==> src/rtl/hilo_muldiv_ctrl_pkg.sv <==
// Shared encodings for the HI/LO multiply/divide sequencer: op codes,
// FSM states, result-source selector and a small magnitude helper.
package hilo_muldiv_ctrl_pkg;

  localparam int XLEN      = 32;
  localparam int MD_OP_W   = 3;   // MD_OP_BUS is [2:0]
  localparam int DIV_ITERS = 32;  // one quotient bit per iteration
  localparam int CNT_W     = 6;   // wide enough for DIV_ITERS and MUL_CYCLES

  typedef enum logic [MD_OP_W-1:0] {
    MD_MULT  = 3'd0,
    MD_MULTU = 3'd1,
    MD_DIV   = 3'd2,
    MD_DIVU  = 3'd3,
    MD_MTHI  = 3'd4,
    MD_MTLO  = 3'd5
  } md_op_e;

  typedef enum logic [1:0] {
    ST_IDLE = 2'd0,
    ST_MUL  = 2'd1,
    ST_DIV  = 2'd2,
    ST_DONE = 2'd3
  } md_state_e;

  // Which datapath feeds HI/LO when the FSM reaches DONE.
  typedef enum logic [1:0] {
    RES_MUL  = 2'd0,
    RES_DIV  = 2'd1,
    RES_DIVZ = 2'd2
  } md_res_e;

  // Two's-complement magnitude, applied only for signed operations.
  function automatic logic [XLEN-1:0] mag(input logic [XLEN-1:0] v, input logic is_signed);
    return (is_signed && v[XLEN-1]) ? (~v + 1'b1) : v;
  endfunction

endpackage

==> src/rtl/hilo_muldiv_ctrl_div_core.sv <==
// Iterative radix-2 restoring divider. Load captures operand magnitudes and
// result signs, each step retires one quotient bit, and the outputs carry the
// sign-corrected quotient and remainder.
module hilo_muldiv_ctrl_div_core
  import hilo_muldiv_ctrl_pkg::*;
(
  input  logic            clk,
  input  logic            rst,
  input  logic            i_load,
  input  logic            i_step,
  input  logic            i_signed,
  input  logic [XLEN-1:0] i_dividend,
  input  logic [XLEN-1:0] i_divisor,
  output logic [XLEN-1:0] o_quotient,
  output logic [XLEN-1:0] o_remainder
);

  logic [XLEN-1:0] r_quo;   // dividend shifts out the top, quotient bits in the bottom
  logic [XLEN-1:0] r_rem;
  logic [XLEN-1:0] r_den;
  logic            r_q_neg;
  logic            r_r_neg;

  logic [XLEN:0]   w_shift;
  logic [XLEN:0]   w_diff;
  logic            w_fits;

  // Partial remainder shifted left by one with the next dividend bit appended.
  assign w_shift = {r_rem, r_quo[XLEN-1]};
  assign w_diff  = w_shift - {1'b0, r_den};
  assign w_fits  = ~w_diff[XLEN];

  // Load operands or retire one quotient bit per cycle.
  always_ff @(posedge clk) begin
    // NOTE: every datapath register is reset, not only the control state, so no X ever reaches HI/LO after reset.
    if (!rst) begin
      r_quo   <= '0;
      r_rem   <= '0;
      r_den   <= '0;
      r_q_neg <= 1'b0;
      r_r_neg <= 1'b0;
    end else if (i_load) begin
      // NOTE: non-blocking assignments keep every register reading pre-edge values, so ordering here is irrelevant.
      r_quo   <= mag(i_dividend, i_signed);
      r_den   <= mag(i_divisor, i_signed);
      r_rem   <= '0;
      r_q_neg <= i_signed & (i_dividend[XLEN-1] ^ i_divisor[XLEN-1]);
      r_r_neg <= i_signed & i_dividend[XLEN-1];
    end else if (i_step) begin
      r_rem <= w_fits ? w_diff[XLEN-1:0] : w_shift[XLEN-1:0];
      r_quo <= {r_quo[XLEN-2:0], w_fits};
    end
  end

  // Quotient negative when operand signs differ; remainder follows the dividend.
  assign o_quotient  = r_q_neg ? (~r_quo + 1'b1) : r_quo;
  assign o_remainder = r_r_neg ? (~r_rem + 1'b1) : r_rem;

endmodule

==> src/rtl/hilo_muldiv_ctrl.sv <==
// HI/LO write sequencer: accepts mult/div/move-to requests from EX, stalls the
// pipe while a multi-cycle op runs, and emits one write_hilo_en pulse with data.
module hilo_muldiv_ctrl
  import hilo_muldiv_ctrl_pkg::*;
#(
  parameter int MUL_CYCLES = 4
) (
  input  logic               clk,
  input  logic               rst,
  input  logic               start,
  input  logic [MD_OP_W-1:0] op,
  input  logic [XLEN-1:0]    operand_a,
  input  logic [XLEN-1:0]    operand_b,
  input  logic               flush,
  input  logic [XLEN-1:0]    read_hi_data,
  input  logic [XLEN-1:0]    read_lo_data,
  output logic               stall_req,
  output logic               busy,
  output logic               done,
  output logic               write_hilo_en,
  output logic [XLEN-1:0]    write_hi_data,
  output logic [XLEN-1:0]    write_lo_data
);

  md_state_e        r_state;
  md_res_e          r_res;
  logic [CNT_W-1:0] r_count;
  logic [XLEN-1:0]  r_op_a;
  logic [XLEN-1:0]  r_op_b;
  logic             r_signed;

  md_op_e           w_op;
  logic             w_is_mul;
  logic             w_is_div;
  logic             w_is_mt;
  logic             w_idle_go;
  logic             w_div_load;
  logic             w_div_step;
  logic [2*XLEN-1:0] w_mul_a;
  logic [2*XLEN-1:0] w_mul_b;
  logic [2*XLEN-1:0] w_product;
  logic [XLEN-1:0]  w_quotient;
  logic [XLEN-1:0]  w_remainder;

  assign w_op      = md_op_e'(op);
  assign w_is_mul  = (w_op == MD_MULT) || (w_op == MD_MULTU);
  assign w_is_div  = (w_op == MD_DIV)  || (w_op == MD_DIVU);
  assign w_is_mt   = (w_op == MD_MTHI) || (w_op == MD_MTLO);
  assign w_idle_go = rst & ~flush & start & (r_state == ST_IDLE);

  assign w_div_load = w_idle_go & w_is_div & (operand_b != '0);
  assign w_div_step = (r_state == ST_DIV);

  // Sign-extending to 64 bits makes the low 64 bits of an unsigned multiply
  // equal the signed product, so one multiplier covers MULT and MULTU.
  assign w_mul_a   = {{XLEN{r_signed & r_op_a[XLEN-1]}}, r_op_a};
  assign w_mul_b   = {{XLEN{r_signed & r_op_b[XLEN-1]}}, r_op_b};
  assign w_product = w_mul_a * w_mul_b;

  hilo_muldiv_ctrl_div_core u_div_core (
    .clk         (clk),
    .rst         (rst),
    .i_load      (w_div_load),
    .i_step      (w_div_step),
    .i_signed    (w_op == MD_DIV),
    .i_dividend  (operand_a),
    .i_divisor   (operand_b),
    .o_quotient  (w_quotient),
    .o_remainder (w_remainder)
  );

  // Control FSM: accept in IDLE, count MUL/DIV cycles, then one DONE cycle.
  always_ff @(posedge clk) begin
    if (!rst) begin
      r_state  <= ST_IDLE;
      r_res    <= RES_MUL;
      r_count  <= '0;
      r_op_a   <= '0;
      r_op_b   <= '0;
      r_signed <= 1'b0;
    end else if (flush) begin
      r_state <= ST_IDLE;
      r_count <= '0;
    end else begin
      case (r_state)
        ST_IDLE: begin
          r_count <= '0;
          if (start && w_is_mul) begin
            r_op_a   <= operand_a;
            r_op_b   <= operand_b;
            r_signed <= (w_op == MD_MULT);
            r_res    <= RES_MUL;
            r_state  <= ST_MUL;
          end else if (start && w_is_div) begin
            r_op_a   <= operand_a;
            r_op_b   <= operand_b;
            r_signed <= (w_op == MD_DIV);
            if (operand_b == '0) begin
              r_res   <= RES_DIVZ;
              r_state <= ST_DONE;
            end else begin
              r_res   <= RES_DIV;
              r_state <= ST_DIV;
            end
          end
        end
        ST_MUL: begin
          r_count <= r_count + 1'b1;
          if (r_count == CNT_W'(MUL_CYCLES - 1)) r_state <= ST_DONE;
        end
        ST_DIV: begin
          r_count <= r_count + 1'b1;
          if (r_count == CNT_W'(DIV_ITERS - 1)) r_state <= ST_DONE;
        end
        ST_DONE: begin
          r_count <= '0;
          r_state <= ST_IDLE;
        end
        default: r_state <= ST_IDLE;
      endcase
    end
  end

  // Write strobe and HI/LO data; move-to ops complete in the same IDLE cycle.
  always_comb begin
    // NOTE: defaults first so every path assigns every output and no latch is inferred.
    done          = 1'b0;
    write_hilo_en = 1'b0;
    write_hi_data = '0;
    write_lo_data = '0;
    if (rst && !flush) begin
      if (r_state == ST_IDLE && start && w_is_mt) begin
        done          = 1'b1;
        write_hilo_en = 1'b1;
        if (w_op == MD_MTHI) begin
          write_hi_data = operand_a;
          write_lo_data = read_lo_data;
        end else begin
          write_hi_data = read_hi_data;
          write_lo_data = operand_a;
        end
      end else if (r_state == ST_DONE) begin
        done          = 1'b1;
        write_hilo_en = 1'b1;
        case (r_res)
          RES_MUL: begin
            write_hi_data = w_product[2*XLEN-1:XLEN];
            write_lo_data = w_product[XLEN-1:0];
          end
          RES_DIVZ: begin
            write_hi_data = r_op_a;
            write_lo_data = '1;
          end
          default: begin
            write_hi_data = w_remainder;
            write_lo_data = w_quotient;
          end
        endcase
      end
    end
  end

  assign stall_req = rst & start & ~done & ~flush;
  assign busy      = rst & (r_state != ST_IDLE);

endmodule

==> config.mk <==
export PLATFORM = sky130hd
export DESIGN_NAME = hilo_muldiv_ctrl
export DESIGN_NICKNAME = d
export VERILOG_FILES = /design/src/rtl/hilo_muldiv_ctrl_pkg.sv /design/src/rtl/hilo_muldiv_ctrl_div_core.sv /design/src/rtl/hilo_muldiv_ctrl.sv
export SDC_FILE = /design/constraint.sdc
export NUM_CORES = 2
export LEC_CHECK = 0
export CAP_MARGIN = 20
export CELL_PAD_IN_SITES_DETAIL_PLACEMENT = 1
export CELL_PAD_IN_SITES_GLOBAL_PLACEMENT = 2
export CORE_MARGIN = 8
export CORE_UTILIZATION = 43
export CTS_CLUSTER_DIAMETER = 30
export DETAILED_ROUTE_END_ITERATION = 12
export GPL_ROUTABILITY_DRIVEN = 0
export MAX_ROUTING_LAYER = met4
export PLACE_DENSITY = 0.87
export SLEW_MARGIN = 20
export SYNTH_ARGS = -nofsm -noshare
export SYNTH_HDL_FRONTEND = slang
export SYNTH_SLANG_ARGS = --single-unit
==> constraint.sdc <==
create_clock -name clk -period 17.3 [get_ports clk]
set_clock_uncertainty 0.15 [all_clocks]
set_input_delay 2.595 -clock clk [delete_from_list [all_inputs] [get_ports clk]]
set_output_delay 2.595 -clock clk [all_outputs]
set_load 0.02 [all_outputs]
==> metrics.txt <==
type of element capturing the critical path output pin; initial antenna violation count 5; cell at the root of the clock tree sky130_fd_sc_hd__clkbuf_16; Final Hold Violating Endpoints 0; family of cells with the greatest summed delay on the critical path adder cells; number of cells after detailed placement 7,590; Arr. time, crit path 11,010 ps; number of enable-type register cells in the synthesized netlist 0; Total Routing Usage GR 0.292; net count of the mapped netlist 7,587; Fin Hold WS 307 ps; IO buf count 202; Final Power 1450 µW; Total Negative Setup Slacks 0 ps; clock latency of the later-clocked register in the worst-skew pair 480 ps; peak fanout along the critical path 13; count of pins over their slew limit 0; slew margin rel. 0.265; Worst path depth 27; number of cell rows 127; number of distinct library cells after synthesis 83; global-route wire length before repair 286,000 µm; maximum buffer depth of the clock tree 2; DRT Pass-1 Iters 6; post-route core utilization 0.464; most common cell after layout, fill and taps aside sky130_fd_sc_hd__inv_1; CP most frequent cell sky130_fd_sc_hd__fa_1; Peak VDD IR 0.0752 mV; power per cell area 26.2 nW/µm²; number of buffers added by the clock tree synthesis step 17; peak clock frequency supported by timing 72.7 MHz; Max-Cap Viols 0; RR Startpoint u_div_core.r_rem[16]$_SDFFE_PP0P_; sum of routed wire length over all layers 185,000 µm; chip height 362 µm; Largest stage delay, worst path 1020 ps; worst-case hold path end point r_op_b[9]$_SDFFE_PN0P_; Startpoint Class flip-flop; # Post-CTS Setup Buffers 0; Leakage Power 0.0256 µW; status finished clean; warning count from the yosys run 0; Post-Syn Area 51,500 µm²; vias in the first global route 47,100; number of filler cells placed in the layout 14,100; leftover overflow at the end of global routing 0; area of the die 131,000 µm²; average footprint of a synthesized cell 8.47 µm²; Post-DRT Antenna Nets 0; count of buffering cells on the critical path with inverters included 8; area growth from synthesis to layout 7.53%; Final Setup Violations 0; number of cells produced by synthesis 6,073; data required time at the worst endpoint 14,560 ps; drt drc 0; capture point of the worst reg-to-reg path u_div_core.r_rem[9]$_SDFFE_PP0P_; clock-pin transition on the worst setup and hold timing paths 80 ps; io pins 203; Cells on Worst Hold Path 2; sinks on the clock net 173; starting utilization of the core area 0.431; depth of the worst register-to-register path 12; post-CTS resize count 0; crit path max-delay cell type sky130_fd_sc_hd__fa_1; Routed wire per std cell 24.2 µm; fraction of final layout cells with drive strength greater than 1 0.0308; FF-to-FF setup slack 12,500 ps; flip-flop and latch count after synthesis 173; number of buffers inserted for hold repair after clock tree synthesis 0; vias post-DR 42,200; sequential element share of the synthesized area 0.0673; CTS tree built; measured slew at the worst slew-check pin 1100 ps; final HPWL from detailed placement 145,000 µm; final cycle utilization of the critical path 0.795; chip width 362 µm; vias per inst 5.53; top library cells by usage in the layout, fill and taps aside 1,188 x sky130_fd_sc_hd__inv_1, 1,125 x sky130_fd_sc_hd__fa_1, 1,048 x sky130_fd_sc_hd__nand2_1, 352 x sky130_fd_sc_hd__and2_1, 287 x sky130_fd_sc_hd__a21oi_1; register area 3470 µm²; worst hold path class flip-flop to flip-flop; Layout Cells excl Fill 7,624; maximum number of pins on one net before global-route repair 70; final critical-path required period 13,760 ps; initial detailed-routing violation count 2,711; unrepaired setup endpoints after global routing false; area of the multi-input gates 42,100 µm²; Worst Min Path Start r_op_b[9]$_SDFFE_PN0P_; Crit Path Category flip-flop to output pin; post-layout net count 7,511; H-tree levels 4; Async SR Flop Fraction 0; commonest register cell after synthesis sky130_fd_sc_hd__dfxtp_1; Core Box Area 119,000 µm²
==> synth_stat cells (22+ instances only) <==
cell type                  number  area (µm²)
sky130_fd_sc_hd__mux2i_1       86         861
sky130_fd_sc_hd__inv_1       1188        4460
sky130_fd_sc_hd__nand4_1       22         138
sky130_fd_sc_hd__o21ai_0      151         756
sky130_fd_sc_hd__a211oi_1      71         533
sky130_fd_sc_hd__nand3_1       39         195
sky130_fd_sc_hd__nor3_1        24         120
sky130_fd_sc_hd__or3_1         25         156
sky130_fd_sc_hd__xor2_1       103         902
sky130_fd_sc_hd__a21o_1        42         315
sky130_fd_sc_hd__o31ai_1       31         233
sky130_fd_sc_hd__xnor2_1      117        1020
sky130_fd_sc_hd__nand2b_1      23         144
sky130_fd_sc_hd__nand2_1     1048        3930
sky130_fd_sc_hd__ha_1         253        3170
sky130_fd_sc_hd__and3_1        36         225
sky130_fd_sc_hd__o21a_1        38         285
sky130_fd_sc_hd__and2_1       351        2200
sky130_fd_sc_hd__clkbuf_1     362        1360
sky130_fd_sc_hd__nor2_1       191         717
sky130_fd_sc_hd__a221oi_1      31         272
sky130_fd_sc_hd__a21oi_1      288        1440
sky130_fd_sc_hd__dfxtp_1      173        3460
sky130_fd_sc_hd__fa_1        1126       22500
==> flip-flops by register name (all words and copies together) (netlist names) <==
name                cells
u_div_core.r_r_neg      1
r_op_a                 32
u_div_core.r_den       32
u_div_core.r_q_neg      1
r_op_b                 32
r_state                 2
u_div_core.r_rem       32
r_signed                1
u_div_core.r_quo       32
r_count                 6
r_res                   2
==> tightest hold or removal path: stages (launching register included) <==
cell and delay, ps:
sky130_fd_sc_hd__dfxtp_1 310, sky130_fd_sc_hd__nand2_1 50, sky130_fd_sc_hd__a21oi_1 50
==> cell families after synthesis <==
family          count (synthesis)  share of synthesized area
simple gates                 1846                      0.165
buf+inv                      1575                      0.115
fa+ha+maj                    1379                      0.500
compound gates                789                     0.0971
xor+xnor                      221                     0.0378
flops                         173                     0.0673
mux                            90                     0.0176
==> layer usage <==
metal | GRT usage | vias to the layer above | wire length (µm)
met5 | - | - | 0
met4 | 0.142 | 0 | 11000
met3 | 0.0255 | 443 | 8320
met2 | 0.507 | 1240 | 94400
met1 | 0.343 | 22200 | 71200
li1 | - | 18300 | -
==> power by group <==
part           internal (µW)  switching (µW)
Combinational            216             383
Sequential               413            30.6
Clock                    204             200
==> how the worst max path moves through the flow <==
stage / to / startpoint
3_5_place_dp: write_hi_data[27] / r_signed$_SDFFE_PN0P_
2_1_floorplan: write_hi_data[29] / r_op_a[31]$_SDFFE_PN0P_
6_report: write_hi_data[27] / r_signed$_SDFFE_PN0P_
4_1_cts: write_hi_data[27] / r_signed$_SDFFE_PN0P_
3_3_place_gp: write_hi_data[20] / r_op_a[12]$_SDFFE_PN0P_
5_1_grt: write_hi_data[27] / r_signed$_SDFFE_PN0P_
==> metrics by stage <==
| stage | cell area (µm²) | setup WS [ps] |
|---|---|---|
| after global placement | 54800 | 4410 |
| after CTS | 55300 | 3610 |
| after floorplan | 51500 | 6190 |
| after global routing | 55300 | 3100 |
| after detailed placement | 54800 | 4140 |
| final | 55300 | 3540 |
==> cell type report <==
| type | instances | share of cell area |
|---|---|---|
| inverter | 1190 | 0.0808 |
| antenna | 2 | 0.0000905 |
| clock inverter | 11 | 0.00197 |
| timing repair buffer | 290 | 0.0485 |
| sequential | 173 | 0.0627 |
| clock buffer | 21 | 0.00814 |
| tap | 1612 | 0.0365 |
| multi-input combinational | 4325 | 0.761 |
No activity file was read; power rests on OpenSTA's default activity.
